[config.mk]
export PLATFORM = sky130hd
export DESIGN_NAME = push_event_queue
export DESIGN_NICKNAME = d
export VERILOG_FILES = /design/src/rtl/push_event_pkg.sv /design/src/rtl/push_debounce.sv /design/src/rtl/push_event_queue.sv
export SDC_FILE = /design/constraint.sdc
export NUM_CORES = 1
export LEC_CHECK = 0
export ABC_AREA = 1
export CELL_PAD_IN_SITES_DETAIL_PLACEMENT = 1
export CELL_PAD_IN_SITES_GLOBAL_PLACEMENT = 1
export CORE_ASPECT_RATIO = 1.2
export CORE_MARGIN = 5
export CORE_UTILIZATION = 30
export DETAILED_ROUTE_END_ITERATION = 12
export PLACE_DENSITY_LB_ADDON = 0.1
export SETUP_SLACK_MARGIN = 0.02
export SYNTH_ARGS = -nofsm -noshare
export SYNTH_HDL_FRONTEND = slang
export SYNTH_SLANG_ARGS = --single-unit
[constraint.sdc]
create_clock -name i_Clk -period 2.3 [get_ports i_Clk]
set_input_delay 0.46 -clock i_Clk [delete_from_list [all_inputs] [get_ports i_Clk]]
set_output_delay 0.46 -clock i_Clk [all_outputs]
set_load 0.01 [all_outputs]
[src/rtl/push_event_pkg.sv]
// -----------------------------------------------------------------------------
// push_event_pkg
// Shared types and constants for the push-button event queue.
//   - fsm_state_t : handshake FSM states (IDLE, ISSUE, WAIT_BUSY, WAIT_IDLE)
//   - NUM_PUSH    : number of push buttons
//   - DATA_W      : width of the byte handed to the UART TX
//   - ASCII_BASE  : offset used when PUSH_ASCII_EN is defined
//   - encode_byte : button index -> transmitted byte
// Configuration macro: PUSH_ASCII_EN (defined: byte = '0'..'3', undefined:
// byte = raw index 8'h00..8'h03).
// -----------------------------------------------------------------------------
package push_event_pkg;

  localparam int NUM_PUSH = 4;
  localparam int DATA_W   = 8;
  localparam int IDX_W    = 2;
  localparam logic [DATA_W-1:0] ASCII_BASE = 8'h30;

  typedef enum logic [1:0] {
    ST_IDLE      = 2'd0,
    ST_ISSUE     = 2'd1,
    ST_WAIT_BUSY = 2'd2,
    ST_WAIT_IDLE = 2'd3
  } fsm_state_t;

  function automatic logic [DATA_W-1:0] encode_byte(input logic [IDX_W-1:0] idx);
`ifdef PUSH_ASCII_EN
    return ASCII_BASE + {{(DATA_W-IDX_W){1'b0}}, idx};
`else
    return {{(DATA_W-IDX_W){1'b0}}, idx};
`endif
  endfunction

endpackage

[src/rtl/push_debounce.sv]
// -----------------------------------------------------------------------------
// push_debounce
// One active-low button: 2-flop synchronizer, debounce counter, debounced
// state and a registered one-cycle press strobe (debounced 1->0).
// Ports:
//   i_Clk   in  1 - clock
//   i_Rst   in  1 - synchronous active-high reset
//   i_Push  in  1 - raw button, active-low, asynchronous
//   o_Press out 1 - one-cycle strobe on a debounced press
// -----------------------------------------------------------------------------
module push_debounce
  import push_event_pkg::*;
#(
  parameter int unsigned DEBOUNCE_CYCLES = 16'd50000,
  parameter int          CNT_W           = 16
) (
  input  logic i_Clk,
  input  logic i_Rst,
  input  logic i_Push,
  output logic o_Press
);

  localparam logic [CNT_W-1:0] CNT_LAST = CNT_W'(DEBOUNCE_CYCLES - 1);

  logic             r_sync1;
  logic             r_sync2;
  logic [1:0]       r_sync_vld;
  logic             r_state;
  logic             r_state_d;
  logic [CNT_W-1:0] r_cnt;
  logic             r_armed;
  logic             r_press;

  always_ff @(posedge i_Clk) begin
    if (i_Rst) begin
      r_sync1    <= 1'b1;
      r_sync2    <= 1'b1;
      r_sync_vld <= 2'b00;
      r_state    <= 1'b1;
      r_state_d  <= 1'b1;
      r_cnt      <= '0;
      r_armed    <= 1'b0;
      r_press    <= 1'b0;
    end else begin
      r_sync1    <= i_Push;
      r_sync2    <= r_sync1;
      r_sync_vld <= {r_sync_vld[0], 1'b1};
      r_state_d  <= r_state;
      // Presses only count once the button has been seen released after
      // reset, so a button held through reset never produces an event.
      r_press    <= r_armed & r_state_d & ~r_state;
      if (r_sync_vld[1] && r_sync2 && r_state) begin
        r_armed <= 1'b1;
      end
      // The counter measures how long the input has disagreed with the
      // debounced state; DEBOUNCE_CYCLES consecutive disagreements flip it.
      if (r_sync2 == r_state) begin
        r_cnt <= '0;
      end else if (r_cnt == CNT_LAST) begin
        r_state <= r_sync2;
        r_cnt   <= '0;
      end else begin
        r_cnt <= r_cnt + CNT_W'(1);
      end
    end
  end

  assign o_Press = r_press;

endmodule

[src/rtl/push_event_queue.sv]
// -----------------------------------------------------------------------------
// push_event_queue
// Debounces four active-low buttons, encodes each press into a byte, queues
// the bytes in a small FIFO and hands them to the UART TX over a start/ready
// handshake. Optional macro: PUSH_ASCII_EN (bytes become ASCII '0'..'3').
// Ports:
//   i_Clk     in  1   - clock
//   i_Rst     in  1   - synchronous active-high reset
//   i_Push    in  4   - raw buttons, active-low, asynchronous
//   i_TxReady in  1   - TX idle, can accept a start
//   o_TxStart out 1   - one-cycle start pulse to the TX
//   o_TxData  out 8   - byte to transmit, held until TX goes busy
//   o_Level   out log2(FIFO_DEPTH)+1 - FIFO occupancy
//   o_Ovf     out 1   - sticky: an event was dropped on a full FIFO
// -----------------------------------------------------------------------------
module push_event_queue
  import push_event_pkg::*;
#(
  parameter int unsigned DEBOUNCE_CYCLES = 16'd50000,
  parameter int          CNT_W           = 16,
  parameter int          FIFO_DEPTH      = 4
) (
  input  logic                          i_Clk,
  input  logic                          i_Rst,
  input  logic [NUM_PUSH-1:0]           i_Push,
  input  logic                          i_TxReady,
  output logic                          o_TxStart,
  output logic [DATA_W-1:0]             o_TxData,
  output logic [$clog2(FIFO_DEPTH):0]   o_Level,
  output logic                          o_Ovf
);

  localparam int PTR_W = $clog2(FIFO_DEPTH);
  localparam logic [PTR_W:0] FULL_LVL = (PTR_W+1)'(FIFO_DEPTH);

  logic [NUM_PUSH-1:0] w_press;
  logic [IDX_W-1:0]    w_idx;
  logic                w_any;
  logic                w_full;
  logic                w_empty;
  logic                w_pop;
  logic                w_push;

  logic [DATA_W-1:0]   r_mem [FIFO_DEPTH];
  logic [PTR_W-1:0]    r_wr_ptr;
  logic [PTR_W-1:0]    r_rd_ptr;
  logic [PTR_W:0]      r_count;
  logic                r_ovf;
  logic [DATA_W-1:0]   r_tx_data;
  fsm_state_t          r_fsm;

  generate
    for (genvar gi = 0; gi < NUM_PUSH; gi++) begin : g_btn
      push_debounce #(
        .DEBOUNCE_CYCLES (DEBOUNCE_CYCLES),
        .CNT_W           (CNT_W)
      ) u_debounce (
        .i_Clk   (i_Clk),
        .i_Rst   (i_Rst),
        .i_Push  (i_Push[gi]),
        .o_Press (w_press[gi])
      );
    end
  endgenerate

  // Ascending scan: the last hit is the highest index, which wins.
  always_comb begin
    w_idx = '0;
    w_any = 1'b0;
    for (int i = 0; i < NUM_PUSH; i++) begin
      if (w_press[i]) begin
        w_idx = IDX_W'(i);
        w_any = 1'b1;
      end
    end
  end

  assign w_full  = (r_count == FULL_LVL);
  assign w_empty = (r_count == '0);
  assign w_pop   = (r_fsm == ST_IDLE) && !w_empty && i_TxReady;
  // A full FIFO still accepts a write when the head leaves on the same edge.
  assign w_push  = w_any && (!w_full || w_pop);

  always_ff @(posedge i_Clk) begin
    if (w_push) begin
      r_mem[r_wr_ptr] <= encode_byte(w_idx);
    end
  end

  always_ff @(posedge i_Clk) begin
    if (i_Rst) begin
      r_wr_ptr  <= '0;
      r_rd_ptr  <= '0;
      r_count   <= '0;
      r_ovf     <= 1'b0;
      r_tx_data <= '0;
      r_fsm     <= ST_IDLE;
    end else begin
      if (w_push) begin
        r_wr_ptr <= r_wr_ptr + PTR_W'(1);
      end
      if (w_pop) begin
        r_rd_ptr  <= r_rd_ptr + PTR_W'(1);
        r_tx_data <= r_mem[r_rd_ptr];
      end
      case ({w_push, w_pop})
        2'b10:   r_count <= r_count + (PTR_W+1)'(1);
        2'b01:   r_count <= r_count - (PTR_W+1)'(1);
        default: r_count <= r_count;
      endcase
      if (w_any && w_full && !w_pop) begin
        r_ovf <= 1'b1;
      end
      case (r_fsm)
        ST_IDLE:      if (w_pop) r_fsm <= ST_ISSUE;
        ST_ISSUE:     r_fsm <= ST_WAIT_BUSY;
        ST_WAIT_BUSY: if (!i_TxReady) r_fsm <= ST_WAIT_IDLE;
        ST_WAIT_IDLE: if (i_TxReady) r_fsm <= ST_IDLE;
        default:      r_fsm <= ST_IDLE;
      endcase
    end
  end

  // Masked by reset so an interrupted ISSUE never leaks a start.
  assign o_TxStart = (r_fsm == ST_ISSUE) && !i_Rst;
  assign o_TxData  = r_tx_data;
  assign o_Level   = r_count;
  assign o_Ovf     = r_ovf;

endmodule
After elaboration in Yosys (flattened, before gate mapping)
Memory sizes are Yosys's and may differ from the RTL's. A register that Yosys moved wholly into a read port is not among the register bits. Index checks and enable logic that the tools add are counted.

Output and inout bits: 13. Word-level logic and storage cells: 133. Input bits: 7. Register bits after elaboration: 114. Memories: 1. Bits in writable memories: 8.

Memories: r_mem (depth 4, bits a word 2, rd ports 1, clocked after Yosys merged registers in 1, wr ports 1, line push_event_queue.sv:44) `logic [DATA_W-1:0] r_mem [FIFO_DEPTH];`.

Eq/ne operators: 17. Mux-type cells: 18. $add $sub $neg: 8. Bitwise gates (word level): 16. Reductions and logical operators: 31.

Operators by type and width (count): adder 16 x 1 -> 16 bit, second input constant (4); equality test 16 bit, second input constant (4); logical AND 1 bit (14); OR reduction 3 bit (4); 2-to-1 mux 1 bit (11); 2-to-1 mux 2 bit (5); AND 1 bit (8); NOT 1 bit (8); one-hot mux 2 bit (4 select lines) (1); AND reduction 2 bit (4); equality test 2 bit, second input constant (3); inequality test 2 bit, second input constant (3); one-hot mux 3 bit (2 select lines) (1); adder 2 x 1 -> 2 bit, second input constant (2); equality test 1 bit (4); equality test 2 x 1 -> 1 bit, second input constant (2); logical NOT 1 bit (4); adder 3 x 1 -> 3 bit, second input constant (1); equality test 3 bit, second input constant (1); logical NOT 3 bit (1); AND reduction 3 bit (1); subtractor 3 x 1 -> 3 bit, second input constant (1); logical NOT 2 bit (1); nonzero test 2 bit (1); logical OR 1 bit (1).

Longest topological paths before layout
Gate-level depths: netlist of the first run.

Depth in word-level cells: 8. Depth in mapped cells: 11. Gate-level depth less buffers: 11.

Hierarchy
From an unflattened synthesis of the first run, not the netlist that was laid out.

Cells, all modules: 743. Area total of the unflattened synthesis: 5511.5 sq um.

Modules (own cells, without submodules): push_debounce (area each 1101.1 sq um, times used 4, cells an instance 154, sequential area each 480.5 sq um); push_event_queue (area each 1107.3 sq um, times used 1, cells an instance 127, sequential area each 480.5 sq um).

Worst setup path before layout of the first run
No wires, ideal clock.

Path type: register -> register. From: reg r_fsm[0]. To: reg r_count[2], in the netlist o_Level[2]. Data arrival time: 1.621 ns. Library setup time: 0.115 ns. Required time: 2.185 ns. Period minus slack after synthesis: 1.736 ns. Buffers on the path: 0. Stages on the path, launching flop included: 11. Path slack: 0.564 ns. Cells stage by stage: dfxtp_1 -> inv_1 -> ha_1 -> nand3_2 -> inv_2 -> nand2_1 -> fa_1 -> inv_1 -> nand4_1 -> a21oi_1 -> nor2_1.

Word-level cells in the longest chain between the ends: 7. Elaborated cells on any way between the ends: 9. Those cells by class: eq/ne: 2; mux: 1; reduce/logical: 6.

Ends and longest elaborated chain: from (decl) (line push_event_queue.sv:50) `fsm_state_t r_fsm;`; from (signal assigned) (line push_event_queue.sv:97) `r_fsm <= ST_IDLE;`; from (signal assigned) (line push_event_queue.sv:115) `ST_IDLE: if (w_pop) r_fsm <= ST_ISSUE;`; from (signal assigned) (line push_event_queue.sv:116) `ST_ISSUE: r_fsm <= ST_WAIT_BUSY;`; logical NOT 2 bit * (line push_event_queue.sv:80) `assign w_pop = (r_fsm == ST_IDLE) && !w_empty && i_TxReady;`; logical AND 1 bit * (2 in series) (line push_event_queue.sv:80); logical OR 1 bit (line push_event_queue.sv:82) `assign w_push = w_any && (!w_full || w_pop);`; logical AND 1 bit (line push_event_queue.sv:82); equality test 2 x 1 -> 1 bit or equality test 2 bit (tied branches) (line push_event_queue.sv:106) `case ({w_push, w_pop})`; one-hot mux 3 bit (2 select lines) or nonzero test 2 bit (tied branches); to (signal assigned) (line push_event_queue.sv:107) `2'b10: r_count <= r_count + (PTR_W+1)'(1);`; to (signal assigned) (line push_event_queue.sv:108) `2'b01: r_count <= r_count - (PTR_W+1)'(1);`; to (signal assigned) (line push_event_queue.sv:109) `default: r_count <= r_count;`; to (decl) (line push_event_queue.sv:47) `logic [PTR_W:0] r_count;`.

Mark *: on every way between the ends. The rest lies on a longest branch, timed or not. A chain may end at the register's enable or synchronous reset.

Worst setup path in the final report of the first run
From: in i_Rst. To: out o_TxStart.

Word-level cells in the longest chain between the ends: 2.

Ends and longest elaborated chain: from (decl) (line push_event_queue.sv:24) `input logic i_Rst,`; logical NOT 1 bit (line push_event_queue.sv:125) `assign o_TxStart = (r_fsm == ST_ISSUE) && !i_Rst;`; logical AND 1 bit (line push_event_queue.sv:125); to (decl) (line push_event_queue.sv:27) `output logic o_TxStart,`.

No other way between the ends.

==> impl_metrics.csv, run 1 <==
group,metric,value,unit
synthesis,synth_seq_cells,110,
grt,track_usage,11.9,%
synthesis,synth-edff-count,8,
synthesis,syn_avg_cell_area,7.86,um^2
place,portBuffers,13,
clock_network,postCtsHoldBufs,0,
die,fp.dieH,154,um
die,initial_utilization,30.6,%
outcome,outcome,"finished, final reports clean",
timing,period_share,91.0,%
detailed_routing,viasPerCell,4.64,
clock_network,clkLatencyLatePin,350,ps
clock_network,clk_path_buf_depth,2,
synthesis,yosysMostFrequentCell,"dfxtp_1",
layout,nets,700,
synthesis,synth_xor_area_share,2.69,%
clock_network,clkTransAtPathRegs,70,ps
detailed_routing,wirelength,11300,um
worst_setup_path,worstPathRequired,1840,ps
grt,grt_max_degree,26,
detailed_routing,dr.first_iter.drc_count,116,
timing,skew,7.01,ps
timing,slew-limit-headroom,63.2,%
synthesis,yosysTopAreaCellShare,39.2,%
detailed_routing,drt_pre_antenna_iters,4,
worst_hold_path,hold_path_class,"flip-flop to flip-flop",
layout,drive_above_1_share,14.0,%
synthesis,synth_compound_area_share,7.12,%
grt,grt_pass1_wl,19400,um
layout,areaGrowthSynthToFinish,11.9,%
timing,period_minus_slack,2090,ps
worst_setup_path,critical_path_class,"input pin to output pin",
grt,antenna_found_initial,0,
layout,n_fill_cell,2071,
timing,finalHoldViolCount,0,
synthesis,syn_inst,662,
die,design.core.area,17000,um^2
power_and_ir_drop,vdd_drop_max,0.336,mV
die,die_area,20100,um^2
clock_network,root_buffer,"clkbuf_16",
layout,n_antenna_cell,0,
die,pin_count,20,
detailed_routing,vias,4174,
power_and_ir_drop,cellPowerDensity,739,nW/um^2
timing,tightest_slew,546,ps
timing,rsz0062_at_grt,"false",
detailed_routing,drc,0,
clock_network,cts.repair.resized,0,
clock_network,cts_max_level,3,
synthesis,synth_adder_area_share,3.51,%
timing,finalSetupTns,0,ps
clock_network,numCtsBuffers,9,
synthesis,ys_seq_area_share,43.9,%
synthesis,synth_simple_gate_area_share,33.1,%
worst_setup_path,cp-end-kind,"output pin",
job,maxCapViolations,0,
clock_network,tritoncts,"done",
worst_setup_path,critical_path_arrival,1630,ps
synthesis,async_flop_share,0,%
worst_setup_path,worst-path-max-fanout,2,
timing,finalSetupViolations,0,
grt,overflow,0,
synthesis,synth_top_area_cell,"dfxtp_1",
place,place.gp.congestion,0.763,
synthesis,synth_top_family_by_area,"simple AND/OR/NAND/NOR gates",
timing,final_max_slew_viol_count,0,
power_and_ir_drop,power_leakage,1.96,nW
detailed_routing,wire_per_inst,12.6,um
synthesis,syn-cell-area,5200,um^2
synthesis,yosys_warnings,0,
die,num_rows,52,
detailed_routing,ant_nets,0,
clock_network,clock_sinks,110,
place,dp_hpwl,8720,um
layout,final_core_util,34.3,%
grt,grt_pass1_vias,4261,
die,die_width,130,um
synthesis,synth_cell_type_count,39,
synthesis,ys_top_cells_by_count,"dfxtp_1, nand2_1, inv_1",
synthesis,synthTopCellsByArea,"dfxtp_1, nand2_1, inv_1",
synthesis,synth_ff_type,"dfxtp_1",
timing,max_clock_freq,478,MHz
clock_network,post-cts-setup-buffers,0,
synthesis,synthMuxAreaShare,0.192,%
worst_setup_path,cp-start-kind,"input pin",
[through the flow]
step / power [mW] / worst slack, ps / instances / area, um^2 / hold slack [ps]
after floorplan: 2.51 / 564 / 667 / 5220 / 388
after global placement: 2.73 / 165 / 884 / 5520 / 393
after detailed placement: 2.76 / 121 / 884 / 5520 / 395
after CTS: 4.39 / 164 / 900 / 5820 / 412
after global routing: 4.54 / 110 / 900 / 5820 / 420
final: 4.30 / 207 / 900 / 5820 / 408
[per-layer routing]
metal	GRT usage, %	up-vias	routed length, um
met4	5.79	0	256
li1	-	2142	-
met2	20.7	28	5840
met5	0	-	0
met1	14.0	1989	5050
met3	1.83	15	188
[area by class of cell]
| type | instances | area [um^2] | area share [%] |
|---|---|---|---|
| Clock buffer | 11 | 243 | 4.17 |
| Timing Repair Buffer | 15 | 145 | 2.49 |
| Inverter | 100 | 375 | 6.45 |
| Tap cell | 216 | 270 | 4.64 |
| Sequential cell | 110 | 2280 | 39.2 |
| Clock inverter | 5 | 57.6 | 0.989 |
| Multi-Input combinational cell | 443 | 2450 | 42.1 |
[logic make-up (layout without fill, tap and decap cells)]
kind of cell             after synthesis  count (layout)
AND/OR/NAND/NOR                      339             339
buffers and inverters                114             131
flip-flops                           110             110
AO/OA/AOI/OAI                         67              67
XOR/XNOR                              16              16
adder cells (fa/ha/maj)               14              14
other                                  1               6
multiplexers                           1               1
[path summary, 6_finish.rpt]
path | startpoint | to | slack (ps) | cells after the start
worst min register to register | g_btn[0].u_debounce.r_sync_vld[0] | g_btn[3].u_debounce.r_sync_vld[1] | 410 | 2
worst max register to register | r_fsm[1] | o_Level[2] | 420 | 10
worst min-delay path | g_btn[0].u_debounce.r_sync_vld[0] | g_btn[3].u_debounce.r_sync_vld[1] | 410 | 2
worst max-delay path | i_Rst | o_TxStart | 210 | 3
[sequential cells by signal (all words and copies together) (netlist names)]
name / cells
g_btn.u_debounce.r_cnt: 64
o_TxData: 2
g_btn.u_debounce.r_state: 4
r_fsm: 2
o_Level: 3
r_rd_ptr: 2
g_btn.u_debounce.r_sync2: 4
g_btn.u_debounce.r_sync_vld: 2
g_btn.u_debounce.r_sync1: 4
r_mem: 8
g_btn.u_debounce.o_Press: 4
o_Ovf: 1
g_btn.u_debounce.r_state_d: 4
r_wr_ptr: 2
g_btn.u_debounce.r_armed: 4
[critical path, cell delays in order]
cell	delay (ps)
clkdlybuf4s50_1	490
nor2_1	140
clkdlybuf4s50_1	550
[placed cells by master, fill, tap and decap left out, types with 9 or more instances in the layout]
cell type / n
nand3_1: 42
nor3_1: 26
o21ai_0: 19
nor2_4: 10
nand2_1: 96
or2_2: 13
nor2_1: 84
dfxtp_1: 102
clkdlybuf4s50_1: 13
xor2_1: 13
nand4_1: 24
inv_1: 89
inv_2: 11
a21oi_1: 36
clkbuf_16: 9
ha_1: 13
nor2_2: 14
[report_power, final]
part | switching (mW) | internal (mW) | total [mW]
logic | 0.362 | 0.254 | 0.616
registers | 0.0805 | 2.01 | 2.09
clock network | 0.724 | 0.876 | 1.60
total | 1.17 | 3.14 | 4.30
Power figures use the tool's default switching activity.
==> inputs of run 2 (changes only) <==
CORE_MARGIN = 2   (was 5)
PLACE_DENSITY_LB_ADDON = 0.08   (was 0.1)
==> run 2 against run 1 <==
  * Worst setup slack worse by 4.3 ps
  * Clock-buffer cell count down 2
  * Sequential share of layout area up 0.068 points
  * Critical endpoint unchanged
  * Largest cell class unchanged
==> impl_metrics.csv, run 2 (same netlist as run 1, synthesis figures left out) <==
group,metric,value,unit
worst_setup_path,worstPathRequired,1840,ps
layout,reg_top3,"g_btn.u_debounce.r_cnt: 64 flops, r_mem: 8 flops",
grt,track_usage,12.5,%
timing,finalSetupTns,0,ps
power_and_ir_drop,p_clk_share,36.5,%
power_and_ir_drop,cellPowerDensity,729,nW/um^2
layout,n_antenna_cell,0,
grt,grt_pass1_vias,4155,
die,die_area,18400,um^2
layout,layout_commonest_cell,"dfxtp_1",
place,place_area,5520,um^2
worst_hold_path,hp-start,"g_btn[0].u_debounce.r_sync_vld[0]",
clock_network,cts_max_level,3,
power_and_ir_drop,combPwrFrac,14.3,%
clock_network,numCtsBuffers,9,
detailed_routing,drc,0,
timing,tightest_slew,518,ps
clock_network,clkLatencyLatePin,360,ps
job,maxCapViolations,0,
worst_setup_path,reg2reg_setup_slack,440,ps
timing,rsz0062_at_grt,"false",
grt,grt_pass1_wl,19100,um
die,fp.dieH,148,um
die,die_width,124,um
detailed_routing,dr.first_iter.drc_count,94,
place,place.gp.congestion,0.766,
place,dp.cells,884,
worst_setup_path,r2r_end,"o_Level[2]",
die,design.core.area,16900,um^2
clock_network,clk_path_buf_depth,2,
worst_setup_path,cp-start-kind,"input pin",
clock_network,post-cts-setup-buffers,0,
die,pin_count,20,
timing,max_clock_freq,477,MHz
worst_setup_path,critical_path_class,"input pin to output pin",
timing,finalSetupViolations,0,
die,num_rows,52,
clock_network,clock_sinks,110,
worst_hold_path,hold_path_class,"flip-flop to flip-flop",
worst_setup_path,worst-path-max-fanout,2,
timing,period_minus_slack,2100,ps
detailed_routing,wirelength,11100,um
power_and_ir_drop,p_total,4.24,mW
power_and_ir_drop,switching_share,28.7,%
power_and_ir_drop,power_leakage,1.97,nW
detailed_routing,viasPerCell,4.58,
place,portBuffers,13,
layout,nets,700,
worst_setup_path,r2r-start,"r_fsm[1]",
outcome,outcome,"finished, final reports clean",
place,dp_hpwl,8490,um
grt,antenna_found_initial,0,
layout,top_register,"g_btn.u_debounce.r_cnt",
worst_setup_path,startpoint,"i_Rst",
die,initial_utilization,30.8,%
power_and_ir_drop,p_int,3.02,mW
power_and_ir_drop,power_switching,1.21,mW
detailed_routing,drt_pre_antenna_iters,4,
timing,skew,13.2,ps
detailed_routing,vias,4124,
worst_setup_path,crit_end,"o_TxStart",
detailed_routing,wire_per_inst,12.4,um
clock_network,root_buffer,"clkbuf_16",
grt,overflow,0,
layout,largest_register_ffs,64,
timing,finalHoldViolCount,0,
grt,grt_max_degree,26,
clock_network,clkTransAtPathRegs,80,ps
worst_setup_path,cp-end-kind,"output pin",
power_and_ir_drop,pwr-share-seq,49.2,%
detailed_routing,ant_nets,0,
layout,final_cell_mix,"dfxtp_1, nand2_1, inv_1, nor2_1, nand3_1",
worst_setup_path,critical_path_arrival,1640,ps
clock_network,tritoncts,"done",
power_and_ir_drop,vdd_drop_max,0.409,mV
layout,drive_above_1_share,14.3,%
layout,fin_cells,900,
timing,final_max_slew_viol_count,0,
clock_network,postCtsHoldBufs,0,
worst_setup_path,reg2regPathDepth,10,
layout,design_area,5810,um^2
clock_network,cts.repair.resized,0,
layout,areaGrowthSynthToFinish,11.7,%
timing,period_share,91.2,%
timing,slew-limit-headroom,65.1,%
run 2: cell count changes in the layout (fill, tap and decap cells not counted):
| cell | before | now |
|---|---|---|
| clkbuf_1 | 1 | 0 |
| clkinv_1 | 1 | 0 |
| bufinv_16 | 1 | 0 |
| inv_8 | 0 | 3 |
| clkbuf_8 | 1 | 0 |
| clkinv_2 | 0 | 1 |
| clkinvlp_4 | 2 | 0 |
| clkinv_4 | 0 | 2 |
run 2: final cells by class:
class	count	area, um^2
fill	2077	11100
sequential	110	2280
clock inverter	7	65.1
tap	216	270
inverter	100	375
multi-input combinational	443	2450
clock buffer	9	225
timing repair buffer	15	145
run 2: worst min-delay path by stage:
stage	endpoint	slack [ps]	cells after the start
after floorplan	g_btn[3].u_debounce.r_sync_vld[1]	390	2
after global placement	g_btn[2].u_debounce.r_sync2	390	1
after detailed placement	g_btn[0].u_debounce.r_sync2	390	1
after CTS	g_btn[3].u_debounce.r_sync_vld[1]	400	2
after global routing	g_btn[3].u_debounce.r_sync_vld[1]	420	2
final	g_btn[3].u_debounce.r_sync_vld[1]	390	2
run 2: layer usage:
| layer | part of all wire [%] | GRT usage, % |
|---|---|---|
| met5 | 0 | 0 |
| met4 | 1.8 | 4.89 |
| met3 | 2.0 | 2.34 |
| met2 | 52 | 23.1 |
| met1 | 45 | 14.3 |
run 2: power by group through the flow:
stage	sequential, mW	combinational (mW)	clock [mW]
4_1_cts	2.09	0.617	1.62
6_report	2.09	0.605	1.55
2_1_floorplan	2.13	0.386	0
3_5_place_dp	2.13	0.615	0
3_3_place_gp	2.13	0.600	0
5_1_grt	2.10	0.694	1.70
run 2: critical path: stages:
cell	delay (ps)
clkdlybuf4s50_1	500
nor2_1	140
clkdlybuf4s50_1	540
run 2: metrics by stage:
stage                     utilization, %  hold slack (ps)  setup slack [ps]
final                               34.4              394               203
after global routing                34.4              420               115
after CTS                           34.4              397               163
after detailed placement            32.6              395               115
after global placement              32.6              392               166
after floorplan                        -              388               564
==> inputs of run 3 (changes only) <==
==> constraint.sdc (replaced) <==
create_clock -name i_Clk -period 1.9 [get_ports i_Clk]
set_input_delay 0.38 -clock i_Clk [delete_from_list [all_inputs] [get_ports i_Clk]]
set_output_delay 0.38 -clock i_Clk [all_outputs]
set_load 0.1 [all_outputs]
==> run 3 against run 2 <==
  * Sequential power grew 22%
  * Die area is the same
  * Clock-buffer cell count grew 1
  * Worst hold slack gained 16 ps
  * Register-to-register slack lost 250 ps
  * Clock power grew 23%
  * Critical path depth grew 7
  * Combinational power grew 110%
  * Worst setup slack lost 16 ps
  * Core utilization grew 0.82 points
  * Critical endpoint is now o_Level[2]
==> impl_metrics.csv, run 3 (same netlist as run 1, synthesis figures left out) <==
group,metric,value,unit
worst_setup_path,worstPathRequired,2150,ps
grt,grt_max_degree,24,
die,pin_count,20,
place,place_area,5640,um^2
layout,n_fill_cell,2047,
worst_setup_path,crit_top_cell,"inv_2",
timing,period_share,90.2,%
power_and_ir_drop,cellPowerDensity,963,nW/um^2
die,die_width,124,um
worst_setup_path,critical_path_class,"flip-flop to flip-flop",
power_and_ir_drop,pwr-share-seq,44.4,%
power_and_ir_drop,switching_share,33.4,%
timing,final_max_slew_viol_count,0,
worst_setup_path,cp_cell_sequence,"inv_2, ha_4, nand3_2, inv_2, nand2_1, fa_1, inv_1, nand4_1, a21oi_1, nor2_1",
worst_setup_path,reg2reg_setup_slack,190,ps
layout,layout_commonest_cell,"dfxtp_1",
worst_setup_path,cpLargestDelayFamily,"adder cells",
clock_network,cts_max_level,3,
grt,track_usage,12.9,%
power_and_ir_drop,vdd_drop_max,0.515,mV
timing,rsz0062_at_grt,"false",
detailed_routing,dr.first_iter.drc_count,113,
grt,antenna_found_initial,0,
power_and_ir_drop,p_int,3.82,mW
timing,max_clock_freq,584,MHz
layout,reg_top3,"g_btn.u_debounce.r_cnt: 64 flops, r_mem: 8 flops",
layout,multi_input_area,2470,um^2
layout,final_cell_mix,"dfxtp_1, nand2_1, inv_1, nor2_1, nand3_1",
timing,holdWs,410,ps
worst_setup_path,critical-path-slowest-cell,"fa_1",
die,design.core.area,16900,um^2
clock_network,tritoncts,"done",
layout,largest_register_ffs,64,
worst_setup_path,critical_path_arrival,1960,ps
layout,top_register,"g_btn.u_debounce.r_cnt",
clock_network,clk_path_buf_depth,2,
place,dp_hpwl,8750,um
die,fp.dieH,148,um
clock_network,clkTransAtPathRegs,80,ps
layout,drive_above_1_share,17.5,%
detailed_routing,ant_nets,0,
detailed_routing,wire_per_inst,12.7,um
clock_network,numCtsBuffers,9,
job,maxCapViolations,0,
grt,grt_pass1_vias,4275,
timing,skew,5.00,ps
worst_setup_path,reg2regPathDepth,10,
timing,finalSetupViolations,0,
layout,regArea,2290,um^2
grt,overflow,0,
layout,areaGrowthSynthToFinish,14.4,%
clock_network,clock_sinks,110,
worst_setup_path,cp_num_buf_inv,3,
detailed_routing,drt_pre_antenna_iters,4,
timing,slew-limit-headroom,61.7,%
worst_setup_path,cp-end-kind,"flip-flop",
grt,grt_pass1_wl,19500,um
power_and_ir_drop,p_clk_share,33.3,%
worst_hold_path,hp-start,"g_btn[0].u_debounce.r_sync_vld[0]",
worst_setup_path,r2r_end,"o_Level[2]",
power_and_ir_drop,power_switching,1.91,mW
worst_hold_path,hold_end,"g_btn[3].u_debounce.r_sync_vld[1]",
layout,n_antenna_cell,0,
outcome,outcome,"finished, final reports clean",
timing,finalHoldViolCount,0,
place,portBuffers,13,
die,die_area,18400,um^2
worst_hold_path,whs_path_depth,2,
clock_network,root_buffer,"clkbuf_16",
layout,design_area,5950,um^2
power_and_ir_drop,combPwrFrac,22.2,%
detailed_routing,wirelength,11500,um
worst_setup_path,max_stage_delay,390,ps
worst_hold_path,hold_path_class,"flip-flop to flip-flop",
power_and_ir_drop,power_leakage,2.05,nW
die,num_rows,52,
detailed_routing,drc,0,
worst_setup_path,r2r-start,"r_fsm[0]",
power_and_ir_drop,p_total,5.73,mW
clock_network,clkLatencyLatePin,350,ps
worst_setup_path,cp-start-kind,"flip-flop",
clock_network,postCtsHoldBufs,0,
timing,tightest_slew,570,ps
layout,nets,709,
detailed_routing,viasPerCell,4.55,
place,place.gp.congestion,0.741,
worst_setup_path,worst-path-max-fanout,4,
timing,period_minus_slack,1710,ps
die,initial_utilization,30.8,%
detailed_routing,vias,4134,
==> run 3: repair_timing <==
action	4_1_cts	5_1_grt
endpoints found under the setup margin	0	5
hold endpoints to repair	0	0
gates resized for setup	0	4
buffers inserted	0	0
==> run 3: how the worst max path moves through the flow <==
stage	slack, ps	from	endpoint	cells past startpoint
floorplan	50	o_Level[2]	o_Level[2]	10
global route	40	r_fsm[0]	o_Level[2]	10
CTS	70	r_fsm[0]	o_Level[2]	10
detailed placement	-100	i_TxReady	o_Level[2]	9
finish	190	r_fsm[0]	o_Level[2]	10
global placement	-80	i_TxReady	o_Level[2]	9
==> run 3: metrics by stage <==
step                      setup TNS, ps  setup slack, ps  util (%)  cells
after floorplan                       0             51.5         -    667
after global placement            -77.1            -77.1      33.3    893
after detailed placement           -462            -97.4      33.3    893
after CTS                             0             72.5      35.1    909
after global routing                  0             37.2      35.2    909
final                                 0              187      35.2    909
==> run 3: cell type report <==
type / count / area share (%)
inverter: 100 / 6.31
timing repair buffer: 24 / 4.12
tap: 216 / 4.54
clock inverter: 6 / 0.799
clock buffer: 10 / 4.21
sequential: 110 / 38.5
multi-input combinational: 443 / 41.5
==> run 3: power by group through the flow <==
stage | clock, mW | sequential (mW) | combinational [mW]
floorplan | 0 | 2.97 | 0.548
global placement | 0 | 2.60 | 1.25
detailed placement | 0 | 2.60 | 1.27
CTS | 2.01 | 2.55 | 1.27
global route | 2.11 | 2.56 | 1.39
finish | 1.91 | 2.55 | 1.27
==> run 3: routing by layer <==
metal	vias to the layer above	global-route usage, %	routed length, um
li1	2155	-	-
met1	1949	14.9	5260
met2	22	23.8	5890
met3	8	2.70	232
met4	0	3.71	123
met5	-	0	0
==> run 3: worst register-to-register path: stages (launching register included) <==
cell and delay (ps):
dfxtp_1 340, inv_2 110, ha_4 160, nand3_2 80, inv_2 70, nand2_1 70
fa_1 390, inv_1 70, nand4_1 100, a21oi_1 160, nor2_1 60
==> variant, RTL diff (settings of run 3) <==
Change the package constant `DATA_W` from 8 to 12.
--- a/src/rtl/push_event_pkg.sv
+++ b/src/rtl/push_event_pkg.sv
@@ -13,5 +13,5 @@
 
   localparam int NUM_PUSH = 4;
-  localparam int DATA_W   = 8;
+  localparam int DATA_W   = 12;
   localparam int IDX_W    = 2;
   localparam logic [DATA_W-1:0] ASCII_BASE = 8'h30;
Interface: changed (resized o_TxData); port bits go from 20 to 24. No check against the original RTL was run, so the function may have changed too.
==> variant against run 3 <==
Sequential cell count unchanged. Area after synthesis up 0.58%. Fmax down 0.16%. Count of clock-buffer cells in the layout unchanged. Core utilization down 0.19 points. First-iteration DRC count down 12%. Worst setup slack worse by 0.0028 ns. Sequential share of layout area up 0.065 points. Cell area down 0.17%. Total power up 1.2%. Via count up 0.75%. Wire length about the same. Sequential power about the same. Largest cell class unchanged.
==> variant: results (changes against run 3) <==
first_iter_violations: 99  # -12%
htree_levels: 3  # unchanged
wl_mm: 11.51  # about the same
ir_worst_vdd_mv: 0.4468  # -13%
avgViaCountPerCell: 4.577  # +0.64%
cp_max_fo: 26  # +22
clkLatencyLatePin_ns: 0.35  # about the same
synth_area_leaders: "dfxtp_1 39%, nand2_1 6.9%, inv_1 6.4%"
synth_cell_types: 39  # unchanged
r2r-end: "o_Level[2]"
hp-class: "reg -> reg"
fill_cells: 2070  # +1.1%
synth-compound-area-share_pct: 7.078  # -0.041 points
synth-seq-area-share_pct: 43.62  # -0.25 points
synth_edf_count: 8  # unchanged
ys.flop_type: "dfxtp_1"
clk_path_buf_depth: 2  # unchanged
drive_gt1_share_pct: 17.15  # -0.31 points
relSlewSlack_pct: 64.32  # +2.6 points
synth_xor_area_share_pct: 2.678  # -0.015 points
synth_adder_area_share_pct: 3.491  # -0.020 points
wl_per_cell_um: 12.65  # -0.12%
critPathMaxStageDelay_ns: 0.45  # +0.06 ns
r2r_cells: 10  # unchanged
outcome: "complete, no violations"
p_leak_nw: 2.039  # -0.68%
dp_hpwl_mm: 8.759  # about the same
post-cts-setup-buffer-count: 0  # unchanged
r2r_start: "r_fsm[1]"
synth_cells: 666  # +0.60%
dp_cells: 894  # +0.11%
place.gp.congestion: 0.7622  # +2.9%
whs_path_depth: 2  # unchanged
grt_pass1_wl_mm: 20.23  # +3.6%
holdBufCountCts: 0  # unchanged
synthMuxAreaShare_pct: 0.1913  # -0.0011 points
cts.clk_slew.worst_paths_ns: 0.07
grt_pass1_vias: 4378  # +2.4%
grt_max_degree: 27  # +13%
cts_made_buffers: 9  # unchanged
antenna_cells: 0  # unchanged
finalClockSkew_ns: 0.006390  # +0.001391 ns
nets: 710  # +0.14%
slowest_stage: "clkdlybuf4s50_1"
switching_power_w: 0.001981  # +3.6%
worstPathArrival_ns: 1.34  # -0.62 ns
place_area_um2: 5645  # about the same
track_usage_pct: 13.23  # +0.38 points
[variant: cell types whose count changed after synthesis]
cell   change
buf_4      +4
[variant: how the worst max path moves through the flow]
stage	endpoint	slack [ns]	cells after the start	from
CTS	o_Level[2]	0.1	11	r_fsm[1]
global placement	o_Level[2]	-0.06	9	i_TxReady
floorplan	o_Level[2]	0.05	10	o_Level[2]
finish	o_TxStart	0.18	4	i_Rst
global route	o_Level[2]	0.03	10	g_btn[3].u_debounce.o_Press
detailed placement	o_Level[2]	-0.09	9	i_TxReady
[variant: layout make-up]
class                   instances  area (um2)  area share (%)
clock inverters                 6       51.30          0.8635
flip-flops and latches        110        2293           38.61
well taps                     216       270.3           4.549
inverters                     100       375.4           6.318
repair buffers                 21       235.2           3.960
clock buffers                  10       239.0           4.023
multi-input cells             447        2476           41.68
[variant: kinds of logic (layout without fill, tap and decap cells)]
group	after synthesis	count (layout)
other cells	1	10
fa+ha+maj	14	14
compound gates	67	67
xor+xnor	16	16
flops	110	110
mux	1	1
simple gates	339	339
buf+inv	118	137
[variant: power by group through the flow]
stage               registers (W)  clock network (W)  logic [W]
floorplan                 0.00297                  0   0.000589
global placement          0.00261                  0    0.00133
detailed placement        0.00262                  0    0.00136
CTS                       0.00256            0.00196    0.00136
global route              0.00258            0.00204    0.00147
finish                    0.00256            0.00188    0.00136
[variant: timing repair]
item | CTS | global route
resized for setup | 0 | 4
endpoints found under the setup margin | 0 | 3
endpoints found under the hold margin | 0 | 0
[variant: metal layers]
metal | up-vias | wire (um) | track usage [%]
li1 | 2159 | - | -
met1 | 1976 | 5075 | 15.12
met2 | 19 | 6055 | 24.73
met3 | 11 | 190 | 2.194
met4 | 0 | 186 | 4.888
met5 | - | 0 | 0
[variant: critical path, delay by kind of cell]
family,cells,cell delay (ns)
buffers and inverters,3,0.81
AND/OR/NAND/NOR,1,0.14
[variant: through the flow]
| step | setup TNS (ns) | utilization, % | hold slack [ns] | setup WS, ns |
|---|---|---|---|---|
| floorplan | 0 | - | 0.3883 | 0.05152 |
| global placement | -0.05772 | 33.24 | 0.3926 | -0.05772 |
| detailed placement | -0.08565 | 33.24 | 0.3957 | -0.08565 |
| CTS | 0 | 34.95 | 0.4138 | 0.09826 |
| global route | 0 | 34.98 | 0.4263 | 0.02667 |
| finish | 0 | 34.98 | 0.4074 | 0.1840 |
